`config.mk`:
```
export PLATFORM = sky130hd
export DESIGN_NAME = stage_sequencer
export DESIGN_NICKNAME = d
export VERILOG_FILES = /design/src/rtl/stage_sequencer_pkg.sv /design/src/rtl/stage_sequencer.sv
export SDC_FILE = /design/constraint.sdc
export NUM_CORES = 1
export LEC_CHECK = 0
export ABC_AREA = 1
export BUFFER_PORTS_ARGS = -buffer_cell sky130_fd_sc_hd__buf_4
export CAP_MARGIN = 30
export CORE_UTILIZATION = 24
export CTS_BUF_LIST = sky130_fd_sc_hd__clkbuf_4
export DETAILED_ROUTE_END_ITERATION = 8
export GPL_TIMING_DRIVEN = 0
export HOLD_SLACK_MARGIN = 0.1
export SETUP_SLACK_MARGIN = 0.02
export SLEW_MARGIN = 20
export SYNTH_ARGS = -nofsm -noshare
export SYNTH_HDL_FRONTEND = slang
export SYNTH_SLANG_ARGS = --single-unit
```
`constraint.sdc`:
```
create_clock -name clk -period 1.31 [get_ports clk]
set_input_delay 0 -clock clk [delete_from_list [all_inputs] [get_ports clk]]
set_output_delay 0 -clock clk [all_outputs]
set_load 0.02 [all_outputs]
```
`src/rtl/stage_sequencer_pkg.sv`:
```
// Shared opcode and state definitions for the stage sequencer and the write stage.
package stage_sequencer_pkg;

    localparam int unsigned OPC_W   = 7;
    localparam int unsigned STATE_W = 3;
    localparam int unsigned RET_W   = 32;

    typedef logic [OPC_W-1:0] opcode_t;

    typedef enum logic [STATE_W-1:0] {
        ST_IDLE   = 3'd0,
        ST_FETCH  = 3'd1,
        ST_DECODE = 3'd2,
        ST_EXEC   = 3'd3,
        ST_MEM    = 3'd4,
        ST_WB     = 3'd5,
        ST_HALT   = 3'd6
    } state_e;

    localparam opcode_t OP_R = 7'b0110011;
    localparam opcode_t OP_I = 7'b0010011;
    localparam opcode_t OP_L = 7'b0000011;
    localparam opcode_t OP_S = 7'b0100011;
    localparam opcode_t OP_B = 7'b1100011;

    function automatic logic is_supported(input opcode_t op);
        case (op)
            OP_R, OP_I, OP_L, OP_S, OP_B: is_supported = 1'b1;
            default:                      is_supported = 1'b0;
        endcase
    endfunction

    function automatic logic is_mem_op(input opcode_t op);
        is_mem_op = (op == OP_L) || (op == OP_S);
    endfunction

    // Types whose result is captured into the register file in WB.
    function automatic logic writes_rd(input opcode_t op);
        writes_rd = (op == OP_R) || (op == OP_I) || (op == OP_L);
    endfunction

endpackage

```
`src/rtl/stage_sequencer.sv`:
```
// Multi-cycle instruction sequencer: steps FETCH/DECODE/EXEC/MEM/WB with a
// memory-ack timeout and sticky fault flags; every output comes from a flop.
module stage_sequencer
    import stage_sequencer_pkg::*;
#(
    parameter int unsigned MEM_TIMEOUT = 15
) (
    input  logic                 clk,
    input  logic                 reset,
    input  logic                 run_i,
    input  logic [31:0]          ir_i,
    input  logic                 mem_ack_i,
    output logic                 fetch_en_o,
    output logic                 decode_en_o,
    output logic                 exec_en_o,
    output logic                 mem_req_o,
    output logic                 mem_we_o,
    output logic                 wd_q_readin_o,
    output logic                 pc_en_o,
    output logic                 illegal_o,
    output logic                 timeout_o,
    output logic [STATE_W-1:0]   state_o,
    output logic [RET_W-1:0]     retired_o
);

    localparam int unsigned CNT_W = $clog2(MEM_TIMEOUT + 1);

    state_e             state_q, state_d;
    opcode_t            opcode_q, opcode_d;
    logic [CNT_W-1:0]   cnt_q, cnt_d, cnt_inc;
    logic               illegal_q, illegal_d;
    logic               timeout_q, timeout_d;
    logic [RET_W-1:0]   retired_q, retired_d;
    logic               fetch_en_q, fetch_en_d;
    logic               decode_en_q, decode_en_d;
    logic               exec_en_q, exec_en_d;
    logic               mem_req_q, mem_req_d;
    logic               mem_we_q, mem_we_d;
    logic               wd_q_readin_q, wd_q_readin_d;
    logic               pc_en_q, pc_en_d;

    // Only the opcode field steers sequencing.
    logic unused_ir_bits;
    assign unused_ir_bits = ^ir_i[31:OPC_W];

    // Next-state and next-output logic.
    always_comb begin
        state_d   = state_q;
        opcode_d  = opcode_q;
        cnt_d     = cnt_q;
        cnt_inc   = cnt_q + CNT_W'(1);
        illegal_d = illegal_q;
        timeout_d = timeout_q;
        retired_d = retired_q;

        case (state_q)
            ST_IDLE: begin
                if (run_i) begin
                    state_d = ST_FETCH;
                end
            end
            ST_FETCH: begin
                state_d = ST_DECODE;
            end
            ST_DECODE: begin
                opcode_d = ir_i[OPC_W-1:0];
                if (is_supported(ir_i[OPC_W-1:0])) begin
                    state_d = ST_EXEC;
                end else begin
                    state_d   = ST_HALT;
                    illegal_d = 1'b1;
                end
            end
            ST_EXEC: begin
                if (is_mem_op(opcode_q)) begin
                    state_d = ST_MEM;
                    cnt_d   = '0;
                end else begin
                    state_d = ST_WB;
                end
            end
            ST_MEM: begin
                // An ack on the expiry edge still completes the access.
                if (mem_ack_i) begin
                    state_d = ST_WB;
                end else begin
                    cnt_d = cnt_inc;
                    if (cnt_inc == CNT_W'(MEM_TIMEOUT)) begin
                        state_d   = ST_HALT;
                        timeout_d = 1'b1;
                    end
                end
            end
            ST_WB: begin
                retired_d = retired_q + RET_W'(1);
                state_d   = run_i ? ST_FETCH : ST_IDLE;
            end
            ST_HALT: begin
                state_d = ST_HALT;
            end
            default: begin
                state_d = ST_HALT;
            end
        endcase

        fetch_en_d    = (state_d == ST_FETCH);
        decode_en_d   = (state_d == ST_DECODE);
        exec_en_d     = (state_d == ST_EXEC);
        mem_req_d     = (state_d == ST_MEM);
        mem_we_d      = (state_d == ST_MEM) && (opcode_d == OP_S);
        wd_q_readin_d = (state_d == ST_WB) && writes_rd(opcode_d);
        pc_en_d       = (state_d == ST_WB);
    end

    always_ff @(posedge clk) begin
        if (!reset) begin
            state_q       <= ST_IDLE;
            opcode_q      <= '0;
            cnt_q         <= '0;
            illegal_q     <= 1'b0;
            timeout_q     <= 1'b0;
            retired_q     <= '0;
            fetch_en_q    <= 1'b0;
            decode_en_q   <= 1'b0;
            exec_en_q     <= 1'b0;
            mem_req_q     <= 1'b0;
            mem_we_q      <= 1'b0;
            wd_q_readin_q <= 1'b0;
            pc_en_q       <= 1'b0;
        end else begin
            state_q       <= state_d;
            opcode_q      <= opcode_d;
            cnt_q         <= cnt_d;
            illegal_q     <= illegal_d;
            timeout_q     <= timeout_d;
            retired_q     <= retired_d;
            fetch_en_q    <= fetch_en_d;
            decode_en_q   <= decode_en_d;
            exec_en_q     <= exec_en_d;
            mem_req_q     <= mem_req_d;
            mem_we_q      <= mem_we_d;
            wd_q_readin_q <= wd_q_readin_d;
            pc_en_q       <= pc_en_d;
        end
    end

    assign fetch_en_o    = fetch_en_q;
    assign decode_en_o   = decode_en_q;
    assign exec_en_o     = exec_en_q;
    assign mem_req_o     = mem_req_q;
    assign mem_we_o      = mem_we_q;
    assign wd_q_readin_o = wd_q_readin_q;
    assign pc_en_o       = pc_en_q;
    assign illegal_o     = illegal_q;
    assign timeout_o     = timeout_q;
    assign state_o       = state_q;
    assign retired_o     = retired_q;

endmodule

```
=== Word-level counts from Yosys, hierarchy flattened ===
Cells that the tools add are included.

* Flip-flop bits (word level): 55
* Input bits: 36
* Output and inout bits: 44
* Logic and storage cells: 65

* Add/subtract/negate cells: 2
* Eq/ne operators: 24
* Muxes and demuxes: 13
* Bitwise logic cells: 2
* Reductions and logical operators: 11

{| class="wikitable"
|+ Operator list
! operator !! number
|-
| $eq 7x6->1 const B || 5
|-
| $add 32x1->32 const B || 1
|-
| $eq 7x2->1 const B || 3
|-
| $pmux 3 s6 || 1
|-
| $eq 7x5->1 const B || 2
|-
| $eq 3x2->1 const B || 4
|-
| $eq 3x3->1 const B || 4
|-
| $mux 3 || 4
|-
| $mux 4 || 2
|-
| $pmux 4 s2 || 1
|-
| $eq 7x7->1 const B || 1
|-
| $mux 7 || 1
|-
| $eq 3x1->1 const B || 2
|-
| $reduce_and 3->1 || 2
|-
| $reduce_or 5->1 || 1
|-
| $add 4x1->4 const B || 1
|-
| $eq 4x4->1 const B || 1
|-
| $mux 1 || 4
|-
| $ne 2x2->1 const B || 2
|-
| $logic_not 3->1 || 1
|-
| $logic_or 1x1->1 || 3
|-
| $logic_and 1x1->1 || 2
|-
| $not 1->1 || 2
|-
| $reduce_and 2->1 || 1
|-
| $reduce_bool 2->1 || 1
|}

=== Depth between registers and ports, before layout ===
Gate-level depths: netlist of the first run.

* Depth after elaboration: 8
* Depth in mapped cells: 9
* Gate-level depth less buffers: 9

=== Worst setup path before layout of the first run ===
Ideal clock, no wire load.

* Path kind: reg-to-reg
* Start: reg retired_q[1] (netlist: retired_o[1])
* End: reg retired_q[14] (netlist: retired_o[14])
* Setup time: 115 ps
* Arrival: 1425 ps
* Path slack: -230 ps
* Cell stages (with the launch flop): 8
* Path buffers: 0
* Clock period less this slack: 1540 ps
* Cells stage by stage: dfxtp_1 > ha_1 > inv_1 > nor2_2 > nand4_1 > nor2_2 > a21oi_1 > and2_1

* Longest elaborated chain between the ends: 1

{| class="wikitable"
|+ Ends and longest elaborated chain
! item !! line !! RTL
|-
| from (decl) || stage_sequencer.sv:33 || <nowiki>logic [RET_W-1:0] retired_q, retired_d;</nowiki>
|-
| from (signal assigned) || stage_sequencer.sv:136 || <nowiki>retired_q <= retired_d;</nowiki>
|-
| $add 32x1->32 || stage_sequencer.sv:95 || <nowiki>retired_d = retired_q + RET_W'(1);</nowiki>
|}

Every way passes these cells.
A chain may end at the register's enable or synchronous reset.

=== Worst setup path after layout of the first run ===
* Start: reg retired_q[1] (netlist: retired_o[1])
* End: reg retired_q[16] (netlist: retired_o[16])

The elaborated chain is that of the path after synthesis.

==> results of run 1 <==
[power groups by stage]
stage	clock network [mW]	registers [mW]	logic, mW
floorplan	0	2.04	0.510
global placement	0	1.98	0.829
detailed placement	0	1.98	0.848
CTS	0.858	1.92	1.11
global route	0.935	1.94	1.59
finish	0.836	1.92	1.45
[sequential cells by signal, indices dropped and copies added (netlist names)]
| signal | cells |
|---|---|
| retired_o | 32 |
| opcode_q | 7 |
| cnt_q | 4 |
| state_o | 3 |
| decode_en_o | 1 |
| exec_en_o | 1 |
| fetch_en_o | 1 |
| illegal_o | 1 |
| mem_req_o | 1 |
| mem_we_o | 1 |
| pc_en_o | 1 |
| timeout_o | 1 |
| wd_q_readin_o | 1 |
[layer usage]
layer / up-vias / global-route usage / part of all wire
met5: - / 0 / 0
li1: 1688 / - / -
met1: 1494 / 0.1736 / 0.44
met3: 6 / 0.02570 / 0.048
met4: 0 / 0.03333 / 0.0077
met2: 73 / 0.2529 / 0.51
[through the flow]
step	total power [mW]	hold slack, ns	instances	setup TNS [ns]	area (µm²)
global placement	2.805	0.2635	656	-2.028	3531
detailed placement	2.828	0.2531	656	-2.790	3531
finish	4.207	0.3912	721	-1.318	4597
CTS	3.885	0.3853	696	-0.8594	3989
floorplan	2.552	0.1160	459	-0.01725	2947
global route	4.467	0.4037	721	-4.247	4597
[Yosys cell counts, drive strengths merged]
library cell | number | area (µm²)
a21oi | 35 | 175.2
xor2 | 2 | 17.52
buf | 1 | 7.510
nor2 | 90 | 355.3
inv | 53 | 198.9
o21bai | 1 | 7.510
nand2 | 147 | 551.8
dfxtp | 55 | 1101
nand3 | 22 | 122.6
nand4 | 8 | 62.56
clkbuf | 7 | 26.28
o21a | 2 | 15.01
o21ai | 22 | 110.1
or2 | 4 | 25.03
and2 | 1 | 6.260
ha | 3 | 37.54
nor3 | 4 | 30.03
a211oi | 2 | 15.01
[critical path: stages, from the launching register on]
cell	delay, ns
dfxtp_4	0.42
ha_4	0.16
inv_2	0.06
nor2_4	0.10
nand4_1	0.18
nor2_4	0.21
nand3_1	0.10
nand2_1	0.09
nor2_1	0.05
[cells by family after synthesis]
kind of cell,Yosys count,share of synthesized area
AOI/OAI and AO/OA,62,0.1127
DFF,55,0.3843
buffers and inverters,61,0.08123
and+or+nand+nor,276,0.4026
adders and majority gates,3,0.01310
xor gates and xnor gates,2,0.006115
[worst paths after layout]
check	start	to	slack, ns	depth (start not counted)
worst min-delay path	ir_i[4]	opcode_q[4]	0.39	4
worst max register to register	retired_o[1]	retired_o[16]	-0.15	8
worst min register to register	illegal_o	illegal_o	0.48	2
worst max-delay path	retired_o[1]	retired_o[16]	-0.15	8
[timing repair]
action | 4_1_cts | 5_1_grt
setup endpoints to repair | 38 | 43
hold endpoints to repair | 17 | 0
gates cloned | 1 | 1
buffers inserted | 22 | 25
resized for setup | 45 | 128
pin swaps | 6 | 28
hold buffers | 10 | 0
[final cells by class]
type,instances,area (µm²)
Fill cell,1190,6919
Multi-Input combinational cell,344,2016
Buffer,7,37.54
Timing Repair Buffer,111,885.9
Sequential cell,55,1212
Tap cell,143,178.9
Clock buffer,5,37.54
Clock inverter,3,22.52
Inverter,53,206.4
==> impl_metrics.toml, run 1 <==
[status]
run_status = "finished, violations left"
violations = "design-rule violations, negative setup slack"

[hold_path]
hp-class = "in -> reg"

[logic_synthesis]
synth_seq_area_share = 0.3843
syn_avg_cell_area_um2 = 6.242
synth_cell_types = 25
syn_nets = 498
synth_area_um2 = 2865
yosysWarnings = 0
synth_seq_cells = 55
netlist_instances = 459

[place]
dp_hpwl_mm = 6.065
port-buffer-count = 54
dpl_worst_slack_ns = -0.2036
gp_congestion = 0.8544

[power_and_ir_drop]
internal_power_mw = 2.655
p_per_area_nw_per_um2 = 915.1
ir_drop_mv = 0.9215
p_sw_frac = 0.3689
pwr-share-comb = 0.345
sequentialPowerShare = 0.456
switchingPower_mw = 1.552
clockPowerShare = 0.199
p_leak_nw = 1.862

[drt]
num_vias = 3261
wl_per_cell_um = 12.81
drt_iter0_markers = 119
vias_per_cell = 4.523
drt-total-wl_mm = 9.238
drc = 9
drtAntennaViolNets = 0
drt-pass1-iter-count = 6

[worst_setup_path]
critPathArrivalTime_ns = 1.76
path_max_fanout = 5
critical_path_class = "reg -> reg"
cp-start-kind = "flip-flop"
cp_data_required_time_ns = 1.61
endpoint_kind = "flip-flop"

[clock_network]
cts_root_buffer = "clkbuf_4"
htree_num_levels = 2
clk_latency_ns = 0.39
path_clk_slew_ns = 0.18
clockBufferDepth = 2
numCtsBuffers = 5
cts_tree = "done"
cts_sinks = 55

[sta]
finalHoldViolCount = 0
relSlewSlack = 0.6061
max_freq_ghz = 0.6867
worst_pin_slew_ns = 0.5909
setup_violations = 19
fin_worst_skew_ns = 0.01021
period_share = 1.112
final.min_clock_period_ns = 1.456
slew_viol_final = 0
postLayoutSetupSlackWorst_ns = -0.1462
rsz0062_at_grt = "true"

[floorplanning]
core_um2 = 11520
die_w_um = 111.3
pin_count = 80
design.die.area_um2 = 12380
start_util = 0.2488
rows = 39
fp.dieH_um = 111.3

[final_layout]
postLayoutCoreUtil = 0.3992
diodes = 0
final_cell_mix = "nand2_1 (116), buf_4 (96), inv_1 (47)"
area_delta_synth_final_pct = 60.44
drive_gt1_frac = 0.4481
layout_commonest_cell = "nand2_1"
nets = 616

[global_routing]
grt_overflow = 0
grt_usage = 0.1411
grt_pass1_wl_mm = 14.17
grt_max_degree = 19
antenna_found_initial = 0
first_global_vias = 3013

[flow_run]
maxCapViolCount = 0
Note: power is estimated with default switching activity, not from simulation.
==> run 2: changes to the inputs <==
--- a/config.mk
+++ b/config.mk
@@ -13,6 +13,7 @@
 export DETAILED_ROUTE_END_ITERATION = 8
 export GPL_TIMING_DRIVEN = 0
 export HOLD_SLACK_MARGIN = 0.1
+export MAX_ROUTING_LAYER = met4
 export SETUP_SLACK_MARGIN = 0.02
 export SLEW_MARGIN = 20
 export SYNTH_ARGS = -nofsm -noshare
==> constraint.sdc (replaced) <==
create_clock -name clk -period 1.2 [get_ports clk]
set_input_delay 0 -clock clk [delete_from_list [all_inputs] [get_ports clk]]
set_output_delay 0 -clock clk [all_outputs]
set_load 0.02 [all_outputs]
==> run 2 against run 1 <==
The flow still finishes with violations (design-rule violations, negative setup slack). Total power is 5.3% higher. Non-clock buffer count fell by 6. Cell count decreased by 0.97%. Global-route usage up 0.70 points. Hold slack worse by 0.010 ns. Critical path type unchanged. Critical endpoint is now retired_o[14]. Largest power group unchanged.
==> impl_metrics.toml, run 2 (synthesis results as in run 1) <==
[status]
run_status = "finished, violations left"
violations = "design-rule violations, negative setup slack"

[worst_setup_path]
cp_data_required_time_ns = 1.52
path_max_fanout = 5
critical_path_class = "reg -> reg"
endpoint_kind = "flip-flop"
cp-start-kind = "flip-flop"
critPathArrivalTime_ns = 1.75

[hold_path]
hp-class = "in -> reg"

[flow_run]
maxCapViolCount = 0

[global_routing]
grt_usage = 0.1481
grt_max_degree = 18
antenna_found_initial = 0
grt_overflow = 0
grt_pass1_wl_mm = 14.61
first_global_vias = 3192

[clock_network]
clockBufferDepth = 2
cts_sinks = 55
cts_root_buffer = "clkbuf_4"
numCtsBuffers = 5
htree_num_levels = 2
path_clk_slew_ns = 0.18
cts_tree = "done"
clk_latency_ns = 0.40

[drt]
wl_met3_um = 350
topRoutingLayerUsed = "met4"
wl_met2_mm = 4.311
met1_length_mm = 4.040
drt_iter0_markers = 98
drt-total-wl_mm = 8.817
drtAntennaViolNets = 0
num_vias = 3227
vias_per_cell = 4.520
drc = 8
wl_per_cell_um = 12.35
drt-pass1-iter-count = 7

[place]
gp_congestion = 0.8564
port-buffer-count = 54
dp_hpwl_mm = 5.997

[floorplanning]
pin_count = 80
die_w_um = 111.3
fp.dieH_um = 111.3
rows = 39
design.die.area_um2 = 12380
core_um2 = 11520
start_util = 0.2488

[final_layout]
layout_commonest_cell = "nand2_1"
fillers = 1156
largest_reg_flops = 32
drive_gt1_frac = 0.4553
diodes = 0
area_delta_synth_final_pct = 61.22
nets = 609
final_cell_mix = "nand2_1 (113), buf_4 (89), inv_1 (47)"

[sta]
slew_viol_final = 0
finalHoldViolCount = 0
rsz0062_at_grt = "true"
relSlewSlack = 0.5644
max_freq_ghz = 0.7012
final.min_clock_period_ns = 1.426
fin_worst_skew_ns = 0.01870
worst_pin_slew_ns = 0.6535
setup_violations = 39
whs_ns = 0.3807
period_share = 1.188
postLayoutSetupSlackWorst_ns = -0.2262

[power_and_ir_drop]
ir_drop_mv = 0.8462
p_total_mw = 4.431
p_leak_nw = 1.923
p_per_area_nw_per_um2 = 959.3
## run 2: cell count changes in the layout (fill, tap and decap cells not counted), sizes merged
cell and delta:
nand3 -1, clkinvlp -1, inv +1, buf -5, clkbuf -1
## run 2: stage by stage
step           area [µm²]  worst slack [ns]  setup TNS (ns)  utilization  cells
3_5_place_dp         3612           -0.2769          -6.174       0.3137    656
3_3_place_gp         3612           -0.2632          -5.717       0.3137    656
6_report             4619           -0.2262          -3.855       0.4011    714
4_1_cts              4202           -0.1998          -3.270       0.3648    694
2_1_floorplan        3028           -0.1230         -0.7126            -    459
5_1_grt              4619           -0.3252          -8.026       0.4011    714
## run 2: cell type report
| cell class | count | area [µm²] | area share |
|---|---|---|---|
| clock buffer | 5 | 37.54 | 0.008126 |
| multi-input combinational | 343 | 2054 | 0.4447 |
| buffer | 7 | 41.29 | 0.008938 |
| timing repair buffer | 105 | 844.6 | 0.1828 |
| clock inverter | 3 | 18.77 | 0.004063 |
| inverter | 53 | 209.0 | 0.04523 |
| sequential | 55 | 1235 | 0.2673 |
| tap | 143 | 178.9 | 0.03873 |
## run 2: repair_timing
| action | CTS | global route |
|---|---|---|
| gates cloned | 1 | 0 |
| endpoints found under the hold margin | 17 | 0 |
| pin swaps | 24 | 22 |
| setup buffers | 19 | 21 |
| resized for setup | 84 | 77 |
| setup endpoints to repair | 44 | 46 |
| hold buffers | 10 | 0 |
## run 2: final timing paths
path | startpoint | endpoint | slack, ns | cells past startpoint
min reg2reg | timeout_o | timeout_o | 0.49 | 2
min | run_i | fetch_en_o | 0.38 | 4
max | retired_o[1] | retired_o[14] | -0.23 | 7
max reg2reg | retired_o[1] | retired_o[14] | -0.23 | 7
## run 2: worst max-delay path, cell delays in order (launching register included)
cell and delay (ns):
dfxtp_4 0.41, ha_4 0.18, inv_4 0.04, nor2_4 0.13
nand4_1 0.18, nor2_4 0.19, a21oi_2 0.06, and2_1 0.16
## run 2: per-layer routing
layer,vias up,global-route usage
met5,-,-
met4,0,0.04144
met3,12,0.02952
met2,66,0.2517
met1,1475,0.1774
li1,1674,-
## run 2: power by group
part / switching [mW] / internal (mW) / total (mW)
Clock: 0.647 / 0.231 / 0.879
Sequential: 0.155 / 1.94 / 2.09
Combinational: 0.782 / 0.679 / 1.46
Total: 1.58 / 2.85 / 4.43
==> run 3: changes to the inputs <==
==> constraint.sdc (replaced) <==
create_clock -name clk -period 1.7 [get_ports clk]
set_input_delay 0 -clock clk [delete_from_list [all_inputs] [get_ports clk]]
set_output_delay 0 -clock clk [all_outputs]
set_load 0.02 [all_outputs]
==> run 3 against run 2 <==
The flow finishes with violations (design-rule violations). Critical endpoint unchanged. Clock power is 26% lower. Critical path type unchanged. Highest routed layer unchanged. Total power decreased by 37%. Utilization is 8.0 points lower. Combinational power fell by 54%. Count of clock-buffer cells in the layout is the same. Largest power group unchanged. Routed wire length decreased by 11%.
==> impl_metrics.toml, run 3 (synthesis results as in run 1) <==
[clock_network]
htree_num_levels = 2
clk_latency_ns = 0.40
cts_sinks = 55
numCtsBuffers = 5
path_clk_slew_ns = 0.18
clockBufferDepth = 2
cts_tree = "done"
cts_root_buffer = "clkbuf_4"

[sta]
period_share = 0.9173
finalHoldViolCount = 0
fin_worst_skew_ns = 0.01620
postLayoutSetupSlackWorst_ns = 0.1406
setup-tns-final_ns = 0
worst_pin_slew_ns = 0.5902
whs_ns = 0.3748
setup_violations = 0
rsz0062_at_grt = "true"
max_freq_ghz = 0.6413
slew_viol_final = 0
relSlewSlack = 0.6066
final.min_clock_period_ns = 1.559

[drt]
drtAntennaViolNets = 0
drt_iter0_markers = 192
vias_per_cell = 4.513
num_vias = 3046
drt-total-wl_mm = 7.820
drt-pass1-iter-count = 6
wl_per_cell_um = 11.59
drc = 10

[worst_setup_path]
cp-start-kind = "flip-flop"
critPathBufInv = 1
path_cells = "ha_2 > inv_1 > nor2_2 > nand4_1 > nor2_4 > a21oi_1 > and2_1"
crit_slowest_cell = "dfxtp_2"
path_max_fanout = 5
r2r_cells = 7
endpoint_kind = "flip-flop"
critPathArrivalTime_ns = 1.88
r2r_setup_slack_ns = 0.14
worst_r2r_endpoint = "retired_o[14]"
r2r_start = "retired_o[0]"
cpPeakStageDelay_ns = 0.41
crit_family = "simple AND/OR/NAND/NOR gates"
cp_data_required_time_ns = 2.02
critical_path_class = "reg -> reg"

[place]
gp_congestion = 0.8253
dpl-instance-area_um2 = 3450
port-buffer-count = 54
dp_hpwl_mm = 6.015
dpl_worst_slack_ns = 0.06113

[final_layout]
fillers = 1257
nets = 570
final_cell_mix = "nand2_1 (147), nor2_1 (78), buf_4 (56)"
diodes = 0
drive_gt1_frac = 0.1767
final_area_um2 = 3694
multi_input_area_um2 = 1587
layout_commonest_cell = "nand2_1"
area_delta_synth_final_pct = 28.91
seq_area_um2 = 1116
largest_reg_flops = 32

[global_routing]
grt_usage = 0.1369
grt_overflow = 0
first_global_vias = 2903
grt_pass1_wl_mm = 13.36
grt_max_degree = 20
antenna_found_initial = 0

[hold_path]
min_path_cells = 4
hold_path_end = "fetch_en_o"
hp-start = "run_i"
hp-class = "in -> reg"

[floorplanning]
rows = 39
design.die.area_um2 = 12380
start_util = 0.2488
fp.dieH_um = 111.3
pin_count = 80
die_w_um = 111.3
core_um2 = 11520

[power_and_ir_drop]
ir_drop_mv = 0.5037
p_leak_nw = 1.444
p_total_mw = 2.812
p_per_area_nw_per_um2 = 761.4

[flow_run]
maxCapViolCount = 0

[status]
violations = "design-rule violations"
run_status = "finished, violations left"
-- run 3: cell type report --
type                            instances  share of cell area
Inverter                               53             0.05386
Sequential cell                        55              0.3022
Buffer                                  8            0.009485
Clock inverter                          3            0.007453
Multi-Input combinational cell        343              0.4295
Tap cell                              143             0.04844
Clock buffer                            5             0.01016
Timing Repair Buffer                   65              0.1389
-- run 3: layer usage --
metal  track usage  up-vias  wire length (µm)
li1              -     1583                 -
met5             -        -                 0
met2        0.2254       60              3563
met3       0.03280        6               404
met4       0.03694        0                82
met1        0.1668     1397              3769
-- run 3: repair_timing --
item | CTS | global route
hold endpoints to repair | 17 | 0
buffers inserted | 0 | 1
setup endpoints to repair | 0 | 31
hold buffers | 11 | 0
gates resized for setup | 0 | 26
-- run 3: report_power, final --
part	total [mW]	switching, mW	internal (mW)	leakage, nW
Combinational	0.665	0.414	0.251	0.962
Clock	0.649	0.474	0.175	0.0333
Sequential	1.50	0.0991	1.40	0.449
Total	2.81	0.987	1.83	1.44
-- run 3: tightest hold or removal path, cell delays in order --
cell	delay, ns
dlygate4sd3_1	0.52
buf_4	0.09
nand2_1	0.06
nor2_1	0.08
-- run 3: worst max path at each step --
stage                 start            end  slack (ns)  depth (start not counted)
2_1_floorplan  retired_o[1]  retired_o[14]        0.16                          7
3_3_place_gp   retired_o[0]  retired_o[14]        0.11                          7
3_5_place_dp     state_o[2]       mem_we_o        0.06                          9
4_1_cts        retired_o[1]  retired_o[14]        0.02                          7
5_1_grt          state_o[1]  retired_o[19]       0.007                          8
6_report       retired_o[0]  retired_o[14]        0.14                          7
-- run 3: through the flow --
| step | util | instances |
|---|---|---|
| after floorplan | - | 459 |
| final | 0.3207 | 675 |
| after detailed placement | 0.2995 | 656 |
| after global routing | 0.3207 | 675 |
| after CTS | 0.3148 | 675 |
| after global placement | 0.2995 | 656 |
